`src/rtl/multi_channel_thermometer_controller.sv`:
```
// Multi-channel thermometer controller: per-channel moving-average filters, periodic or forced
// scans that calibrate and convert each primed channel, streamed out over valid/ready.
module multi_channel_thermometer_controller #(
    parameter int unsigned NUM_CH        = 4,
    parameter int unsigned ADC_WIDTH     = 10,
    parameter int unsigned TEMP_WIDTH    = 9,
    parameter int unsigned FILTER_LOG2   = 2,
    parameter int          CAL_GAIN      = 205,
    parameter int unsigned CAL_SHIFT     = 11,
    parameter int          CAL_OFFSET    = 0,
    parameter int unsigned ADC_MIN       = 1,
    parameter int unsigned ADC_MAX       = 1022,
    parameter int          ALERT_HIGH    = 40,
    parameter int          ALERT_HYST    = 3,
    parameter int unsigned UPDATE_PERIOD = 500000,
    localparam int unsigned CH_W         = (NUM_CH > 1) ? $clog2(NUM_CH) : 1
) (
    input  logic                         clk,
    input  logic                         rst,
    input  logic [ADC_WIDTH-1:0]         adc_data,
    input  logic [CH_W-1:0]              adc_ch,
    input  logic                         adc_valid,
    input  logic                         force_update,
    input  logic                         units_select,
    output logic signed [TEMP_WIDTH-1:0] temp_data,
    output logic [CH_W-1:0]              temp_ch,
    output logic                         temp_units,
    output logic                         temp_valid,
    input  logic                         temp_ready,
    output logic [NUM_CH-1:0]            ch_primed,
    output logic [NUM_CH-1:0]            alert,
    output logic [NUM_CH-1:0]            fault,
    output logic                         scan_busy,
    output logic [2:0]                   status
);

    localparam int unsigned DEPTH = 1 << FILTER_LOG2;
    localparam int unsigned PTR_W = (FILTER_LOG2 > 0) ? FILTER_LOG2 : 1;
    localparam int unsigned SUM_W = ADC_WIDTH + FILTER_LOG2;
    localparam int unsigned CNT_W = $clog2(UPDATE_PERIOD);
    localparam int          TMAX  = (1 << (TEMP_WIDTH - 1)) - 1;
    localparam int          TMIN  = -(1 << (TEMP_WIDTH - 1));

    localparam logic [1:0] StIdle = 2'd0;
    localparam logic [1:0] StCalc = 2'd1;
    localparam logic [1:0] StConv = 2'd2;
    localparam logic [1:0] StOut  = 2'd3;

    logic [ADC_WIDTH-1:0] buf_q [NUM_CH][DEPTH];
    logic [ADC_WIDTH-1:0] buf_d [NUM_CH][DEPTH];
    logic [SUM_W-1:0]     sum_q [NUM_CH];
    logic [SUM_W-1:0]     sum_d [NUM_CH];
    logic [PTR_W-1:0]     ptr_q [NUM_CH];
    logic [PTR_W-1:0]     ptr_d [NUM_CH];
    logic [NUM_CH-1:0]    primed_q, primed_d, fault_q, fault_d, alert_q, alert_d;
    logic [CNT_W-1:0]     period_q, period_d;
    logic [1:0]           state_q, state_d;
    logic [CH_W-1:0]      ch_idx_q, ch_idx_d;
    logic                 units_q, units_d, pending_q, pending_d;
    logic signed [31:0]   c_q, c_d;
    logic [TEMP_WIDTH-1:0] temp_data_q, temp_data_d;
    logic [CH_W-1:0]      temp_ch_q, temp_ch_d;
    logic                 temp_units_q, temp_units_d;
    logic [2:0]           status_q, status_d;

    logic                 ch_ok, in_range, tick, trigger, last_ch;
    logic [CH_W-1:0]      next_ch;
    logic [ADC_WIDTH-1:0] avg_sel;
    logic signed [31:0]   avg_s, cal_c, f_val, sel_val;

    // Sample ingest: ring buffer per channel with an incrementally maintained sum.
    always_comb begin
        buf_d    = buf_q;
        sum_d    = sum_q;
        ptr_d    = ptr_q;
        primed_d = primed_q;
        fault_d  = fault_q;
        ch_ok    = (32'(adc_ch) < NUM_CH);
        in_range = (32'(adc_data) >= ADC_MIN) && (32'(adc_data) <= ADC_MAX);
        if (adc_valid && ch_ok) begin
            if (in_range) begin
                buf_d[adc_ch][ptr_q[adc_ch]] = adc_data;
                sum_d[adc_ch] = sum_q[adc_ch] + SUM_W'(adc_data)
                              - SUM_W'(buf_q[adc_ch][ptr_q[adc_ch]]);
                if (ptr_q[adc_ch] == PTR_W'(DEPTH - 1)) begin
                    ptr_d[adc_ch]    = '0;
                    primed_d[adc_ch] = 1'b1;
                end else begin
                    ptr_d[adc_ch] = ptr_q[adc_ch] + PTR_W'(1);
                end
                fault_d[adc_ch] = 1'b0;
            end else begin
                fault_d[adc_ch] = 1'b1;
            end
        end
    end

    always_comb begin
        tick     = (period_q == CNT_W'(UPDATE_PERIOD - 1));
        period_d = tick ? '0 : period_q + CNT_W'(1);
        trigger  = tick | force_update;
    end

    always_comb begin
        avg_sel = ADC_WIDTH'(sum_q[ch_idx_q] >> FILTER_LOG2);
        avg_s   = signed'(32'(avg_sel));
        cal_c   = ((avg_s * CAL_GAIN) >>> CAL_SHIFT) + CAL_OFFSET;
        f_val   = ((c_q * 32'sd461) >>> 8) + 32'sd32;
        sel_val = units_q ? c_q : f_val;
        last_ch = (32'(ch_idx_q) == NUM_CH - 1);
        next_ch = ch_idx_q + CH_W'(1);
    end

    always_comb begin
        state_d      = state_q;
        ch_idx_d     = ch_idx_q;
        units_d      = units_q;
        pending_d    = pending_q;
        c_d          = c_q;
        temp_data_d  = temp_data_q;
        temp_ch_d    = temp_ch_q;
        temp_units_d = temp_units_q;
        alert_d      = alert_q;
        // Triggers during a scan collapse into a single deferred request.
        if (state_q != StIdle && trigger) pending_d = 1'b1;
        unique case (state_q)
            StIdle: begin
                if (trigger || pending_q) begin
                    state_d   = StCalc;
                    ch_idx_d  = '0;
                    units_d   = units_select;
                    pending_d = 1'b0;
                end
            end
            StCalc: begin
                if (primed_q[ch_idx_q]) begin
                    c_d     = cal_c;
                    state_d = StConv;
                end else if (last_ch) begin
                    state_d = StIdle;
                end else begin
                    ch_idx_d = next_ch;
                end
            end
            StConv: begin
                if (sel_val > TMAX) begin
                    temp_data_d = TEMP_WIDTH'(TMAX);
                end else if (sel_val < TMIN) begin
                    temp_data_d = TEMP_WIDTH'(TMIN);
                end else begin
                    temp_data_d = TEMP_WIDTH'(sel_val);
                end
                temp_ch_d    = ch_idx_q;
                temp_units_d = units_q;
                if (c_q >= ALERT_HIGH) begin
                    alert_d[ch_idx_q] = 1'b1;
                end else if (c_q <= ALERT_HIGH - ALERT_HYST) begin
                    alert_d[ch_idx_q] = 1'b0;
                end
                state_d = StOut;
            end
            StOut: begin
                if (temp_ready) begin
                    if (last_ch) begin
                        state_d = StIdle;
                    end else begin
                        ch_idx_d = next_ch;
                        state_d  = StCalc;
                    end
                end
            end
        endcase
    end

    always_comb begin
        if (|alert_q) begin
            status_d = 3'd4;
        end else if (|fault_q) begin
            status_d = 3'd2;
        end else if (primed_q == '0) begin
            status_d = 3'd1;
        end else begin
            status_d = 3'd0;
        end
    end

    always_ff @(posedge clk or posedge rst) begin
        if (rst) begin
            buf_q        <= '{default: '0};
            sum_q        <= '{default: '0};
            ptr_q        <= '{default: '0};
            primed_q     <= '0;
            fault_q      <= '0;
            alert_q      <= '0;
            period_q     <= '0;
            state_q      <= StIdle;
            ch_idx_q     <= '0;
            units_q      <= 1'b1;
            pending_q    <= 1'b0;
            c_q          <= '0;
            temp_data_q  <= '0;
            temp_ch_q    <= '0;
            temp_units_q <= 1'b1;
            status_q     <= 3'd1;
        end else begin
            buf_q        <= buf_d;
            sum_q        <= sum_d;
            ptr_q        <= ptr_d;
            primed_q     <= primed_d;
            fault_q      <= fault_d;
            alert_q      <= alert_d;
            period_q     <= period_d;
            state_q      <= state_d;
            ch_idx_q     <= ch_idx_d;
            units_q      <= units_d;
            pending_q    <= pending_d;
            c_q          <= c_d;
            temp_data_q  <= temp_data_d;
            temp_ch_q    <= temp_ch_d;
            temp_units_q <= temp_units_d;
            status_q     <= status_d;
        end
    end

    assign temp_data  = temp_data_q;
    assign temp_ch    = temp_ch_q;
    assign temp_units = temp_units_q;
    assign temp_valid = (state_q == StOut);
    assign scan_busy  = (state_q != StIdle);
    assign ch_primed  = primed_q;
    assign alert      = alert_q;
    assign fault      = fault_q;
    assign status     = status_q;

endmodule

```
`config.mk`:
```
export PLATFORM = sky130hd
export DESIGN_NAME = multi_channel_thermometer_controller
export DESIGN_NICKNAME = d
export VERILOG_FILES = /design/src/rtl/multi_channel_thermometer_controller.sv
export SDC_FILE = /design/constraint.sdc
export NUM_CORES = 1
export LEC_CHECK = 0
export CAP_MARGIN = 25
export CORE_MARGIN = 5
export CORE_UTILIZATION = 50
export CTS_BUF_LIST = sky130_fd_sc_hd__clkbuf_4
export DETAILED_ROUTE_END_ITERATION = 8
export PLACE_DENSITY = 0.8
export SYNTH_ARGS = -nofsm -noshare
export SYNTH_HDL_FRONTEND = slang
export SYNTH_SLANG_ARGS = --single-unit
```
`constraint.sdc`:
```
create_clock -name clk -period 9.5 [get_ports clk]
set_input_delay 1.9 -clock clk [delete_from_list [all_inputs] [get_ports clk]]
set_output_delay 1.9 -clock clk [all_outputs]
set_load 0.1 [all_outputs]
```
==> results_dict.tcl, run 1 <==
set metrics [dict create \
    status "finished, final reports clean" \
    path_clk_slew_ns 0.06 \
    critPathMaxFanout 34 \
    synth.avg_cell_area_um2 11.7 \
    gp_congestion 0.878 \
    cts_tree "yes" \
    cts_buffer_depth 3 \
    cts_htree_levels 3 \
    post_drt_via_cell_ratio 5.71 \
    area_growth_pct 10.3 \
    layout-drive-gt1-share 0.235 \
    slew_headroom 0.305 \
    drt_iter0_drc 584 \
    cp.arrival_ns 6.60 \
    ys_ff_latch 275 \
    clk_latency_ns 0.71 \
    synth.most_common_cell "dfrtp_1" \
    cts.sinks 275 \
    setup_viol 0 \
    skew_ns 0.0541 \
    core_area_mm2 0.0316 \
    cts_buffers 73 \
    hpwlAfterDp_um 24400 \
    drc 0 \
    synth.largest_area_cell "dfrtp_1" \
    critPathLaunchType "input pin" \
    synthTopCellsByCount "dfrtp_1 (272), mux2_2 (135), inv_1 (130), nand2_1 (122), ha_1 (114)" \
    cts_resized 0 \
    synth_top_area_share 0.424 \
    post-route-period-util 0.636 \
    ys_seq_area_frac 0.429 \
    fp-row-count 65 \
    dieArea_mm2 0.0358 \
    portBuffers 46 \
    synth_ff_type "dfrtp_1" \
    grt_pass1_wl_um 58000 \
    synth_nets 1541 \
    initial_utilization 0.508 \
    grt_pass1_vias 11469 \
    stdcell_count 1881 \
    maxClockFrequency_mhz 166 \
    nNetsFinal 1609 \
    finalSetupTns_ns 0 \
    yosysUniqueCellTypes 65 \
    hold_class "reg -> reg" \
    via_count 10737 \
    die_h_um 189 \
    cts_root_buf "clkbuf_4" \
    rsz0062_at_grt "no" \
    final-max-slew-violation-count 0 \
    cts_setup_buffers 0 \
    drtPass1Iterations 5 \
    postCtsHoldBufs 0 \
    synthTopCellsByArea "dfrtp_1 (42%), mux2_2 (9.5%), mux4_2 (9.0%)" \
    syn_inst 1369 \
    globalRouteTotalUtil 0.199 \
    grt_start_max_net_pins 143 \
    cp_data_required_time_ns 10.06 \
    wl_per_cell_um 18.5 \
    grt_overflow 0 \
    tightest_slew_ns 1.04 \
    synth_edf_count 0 \
    routed_wl_um 34800 \
    final_antenna_net_count 0 \
    io_pins 47 \
    antenna_found_initial 1 \
    syn-cell-area_mm2 0.0161 \
    synthArstFlopShare 1.00 \
    path_class "in -> reg" \
    cap_viol_max_count 0 \
    placed_cells 1763 \
    period_minus_slack_ns 6.04 \
    critPathCaptureType "flop" \
    die_w_um 189 \
    yosysWarningCount 0 \
    hold_viol 0 \
]
cell families (layout without fill, tap and decap cells):
kind of cell | after synthesis | in the layout | synth area share
flops | 275 | 275 | 0.429
compound gates | 198 | 198 | 0.0725
buf+inv | 197 | 306 | 0.0515
other cells | 0 | 1 | 0
simple gates | 279 | 279 | 0.0847
fa+ha+maj | 154 | 154 | 0.139
xor+xnor | 42 | 42 | 0.0229
mux | 224 | 224 | 0.201
per-stage QoR:
step	hold slack, ns	util	area (um2)	worst slack (ns)
final	0.467	0.560	17700	3.46
after global routing	0.487	0.560	17700	3.10
after CTS	0.470	0.559	17700	3.52
after detailed placement	0.461	0.531	16800	2.81
after global placement	0.445	0.531	16800	2.86
after floorplan	0.445	-	16100	0.0245
sequential cells by signal, summed over array words and instances, names as in the netlist, named ones only:
register    count
buf_q         160
period_q       19
temp_units      1
pending_q       1
temp_data       9
units_q         1
state_q         1
ch_idx_q        2
status          3
sum_q          48
temp_ch         2
c_q             7
ch_primed       4
ptr_q           8
metal layers:
layer | global-route usage | vias up | wire length (um)
met5 | 0 | - | 0
met4 | 0.0704 | 0 | 831
met3 | 0.0419 | 61 | 1780
met2 | 0.339 | 278 | 17500
met1 | 0.253 | 5449 | 14700
li1 | - | 4949 | -
cells in the final DEF (no fill, tap or decap), types with 10 or more instances in the layout:
master,count
clkdlybuf4s50_1,44
xnor2_1,26
clkbuf_4,108
ha_1,114
and3_1,10
nand3_1,21
fa_1,40
inv_1,129
mux2_2,135
nand2_1,122
buf_4,11
mux2i_1,11
a21oi_1,35
a21o_1,12
dfrtp_1,272
a211oi_1,10
xor2_1,16
nor2_1,46
o21ai_0,91
mux4_2,64
mux2_1,14
o21a_1,10
critical path: stages:
cell	delay (ns)
buf_4	0.50
buf_4	0.56
mux4_2	0.57
and2_1	0.18
a211oi_1	0.28
a21oi_1	0.10
fa_1	0.57
inv_1	0.06
ha_1	0.31
a21o_1	0.17
a21oi_1	0.24
nor2b_1	0.12
o21ai_0	0.33
a31oi_1	0.18
xnor2_1	0.21
mux2_2	0.29
area by class of cell:
cell class                 instances  area (um2)
clock inverter                     8        65.1
tap                              402         503
multi-input combinational        897        8360
timing repair buffer              59         581
fill                            2591       13900
inverter                         131         499
clock buffer                     108         811
antenna                            1        2.50
sequential                       275        6890
path summary, 6_finish.rpt:
path | start | slack [ns] | endpoint | depth (start not counted)
max | adc_ch[0] | 3.46 | sum_q[23] | 16
min | temp_units | 0.47 | temp_units | 2
max reg2reg | ch_idx_q[0] | 4.01 | c_q[4] | 16
min reg2reg | temp_units | 0.47 | temp_units | 2
max in group asynchronous | rst | 6.46 | buf_q[64] | 4
min in group asynchronous | rst | 1.55 | asynchronous set/reset pin | 2
Power of run 1 is not shown: default switching activity piles up to over one toggle a cycle in this logic, so the estimate is an artifact.
==> inputs of run 2 (changes only) <==
- clock period: 9.5 -> 5.3 ns (I/O delays scaled with it)
==> results_dict.tcl, run 2 (synthesized netlist as in run 1, its figures left out) <==
set metrics [dict create \
    drtPass1Iterations 5 \
    grt_start_max_net_pins 115 \
    post-route-period-util 0.924 \
    core_area_mm2 0.0316 \
    fp-row-count 65 \
    cp_data_required_time_ns 5.87 \
    hpwlAfterDp_um 25700 \
    io_pins 47 \
    cts_tree "yes" \
    dieArea_mm2 0.0358 \
    antenna_found_initial 1 \
    initial_utilization 0.508 \
    critPathLaunchType "flop" \
    hold_viol 0 \
    tightest_slew_ns 0.994 \
    area_growth_pct 11.9 \
    routed_wl_um 35500 \
    cap_viol_max_count 0 \
    largest_register_ffs 160 \
    via_count 10794 \
    reg_top3 "buf_q (160), sum_q (48), period_q (19)" \
    cts_htree_levels 3 \
    final_cell_mix "dfrtp_1 (271), mux2_2 (135), inv_1 (129)" \
    final_common_cell "dfrtp_1" \
    nNetsFinal 1632 \
    cts_buffers 75 \
    path_clk_slew_ns 0.06 \
    final_antenna_net_count 0 \
    cts_buffer_depth 3 \
    largest-register "buf_q" \
    drt_iter0_drc 560 \
    globalRouteTotalUtil 0.205 \
    setup_viol 0 \
    path_class "reg -> reg" \
    cts_root_buf "clkbuf_4" \
    grt_pass1_vias 11647 \
    grt_pass1_wl_um 59200 \
    hold_class "reg -> reg" \
    portBuffers 46 \
    grt_overflow 0 \
    post_drt_via_cell_ratio 5.64 \
    critPathCaptureType "flop" \
    maxClockFrequency_mhz 204 \
    finalSetupTns_ns 0 \
    final-max-slew-violation-count 0 \
    die_h_um 189 \
    wl_per_cell_um 18.5 \
    status "finished, final reports clean" \
    period_minus_slack_ns 4.90 \
    critPathMaxFanout 10 \
    skew_ns 0.0592 \
    clk_latency_ns 0.75 \
    drc 0 \
    rsz0062_at_grt "no" \
    postCtsHoldBufs 0 \
    gp_congestion 0.870 \
    cp.arrival_ns 5.47 \
    slew_headroom 0.335 \
    cts_resized 0 \
    layout-drive-gt1-share 0.247 \
    cts.sinks 275 \
    cts_setup_buffers 0 \
    die_w_um 189 \
]
-- run 2: changes by cell type in the layout (fill, tap and decap cells not counted), sizes merged --
cell / change
diode: +1
clkinv: +11
bufinv: +2
buf: +21
clkbuf: -3
-- run 2: per-stage QoR --
| step | area (um2) | util | cells | hold slack, ns | worst slack, ns |
|---|---|---|---|---|---|
| after detailed placement | 17000 | 0.538 | 1784 | 0.462 | 0.159 |
| after global routing | 18000 | 0.568 | 1913 | 0.487 | 0.144 |
| after CTS | 18000 | 0.568 | 1910 | 0.472 | 0.195 |
| final | 18000 | 0.568 | 1913 | 0.467 | 0.400 |
| after global placement | 17000 | 0.537 | 1783 | 0.444 | 0.300 |
| after floorplan | 16100 | - | 1369 | 0.445 | 0.248 |
-- run 2: cell type report --
type,instances,area [um2]
Timing Repair Buffer,80,768
Tap cell,402,503
Inverter,131,495
Fill cell,2552,13700
Clock inverter,21,171
Clock buffer,105,788
Antenna cell,2,5.00
Sequential cell,275,6890
Multi-Input combinational cell,897,8360
-- run 2: final timing paths --
path,cells past startpoint,slack [ns],startpoint,to
min in group asynchronous,2,0.79,rst,buf_q[113]
max,16,0.40,ch_idx_q[0],c_q[4]
min,2,0.47,temp_units,temp_units
max in group asynchronous,3,3.31,rst,temp_data[8]
min reg2reg,2,0.47,temp_units,temp_units
max reg2reg,16,0.40,ch_idx_q[0],c_q[4]
-- run 2: critical path, cell delays in order, from the launching register on --
cell	delay (ns)
dfrtp_2	0.56
mux4_2	0.61
ha_1	0.34
inv_1	0.07
fa_1	0.53
inv_1	0.05
fa_1	0.53
inv_1	0.05
fa_1	0.53
inv_1	0.04
ha_1	0.30
a21o_1	0.18
a21o_1	0.21
and2b_2	0.25
nor4_1	0.05
a2111oi_1	0.39
a21oi_1	0.07
-- run 2: metal layers --
metal / share of wire / track usage / up-vias
met5: 0 / 0 / -
met4: 0.031 / 0.0896 / 0
met3: 0.046 / 0.0415 / 81
met2: 0.50 / 0.343 / 275
met1: 0.42 / 0.260 / 5425
li1: - / - / 5013
Power of run 2 is left out for the same reason.
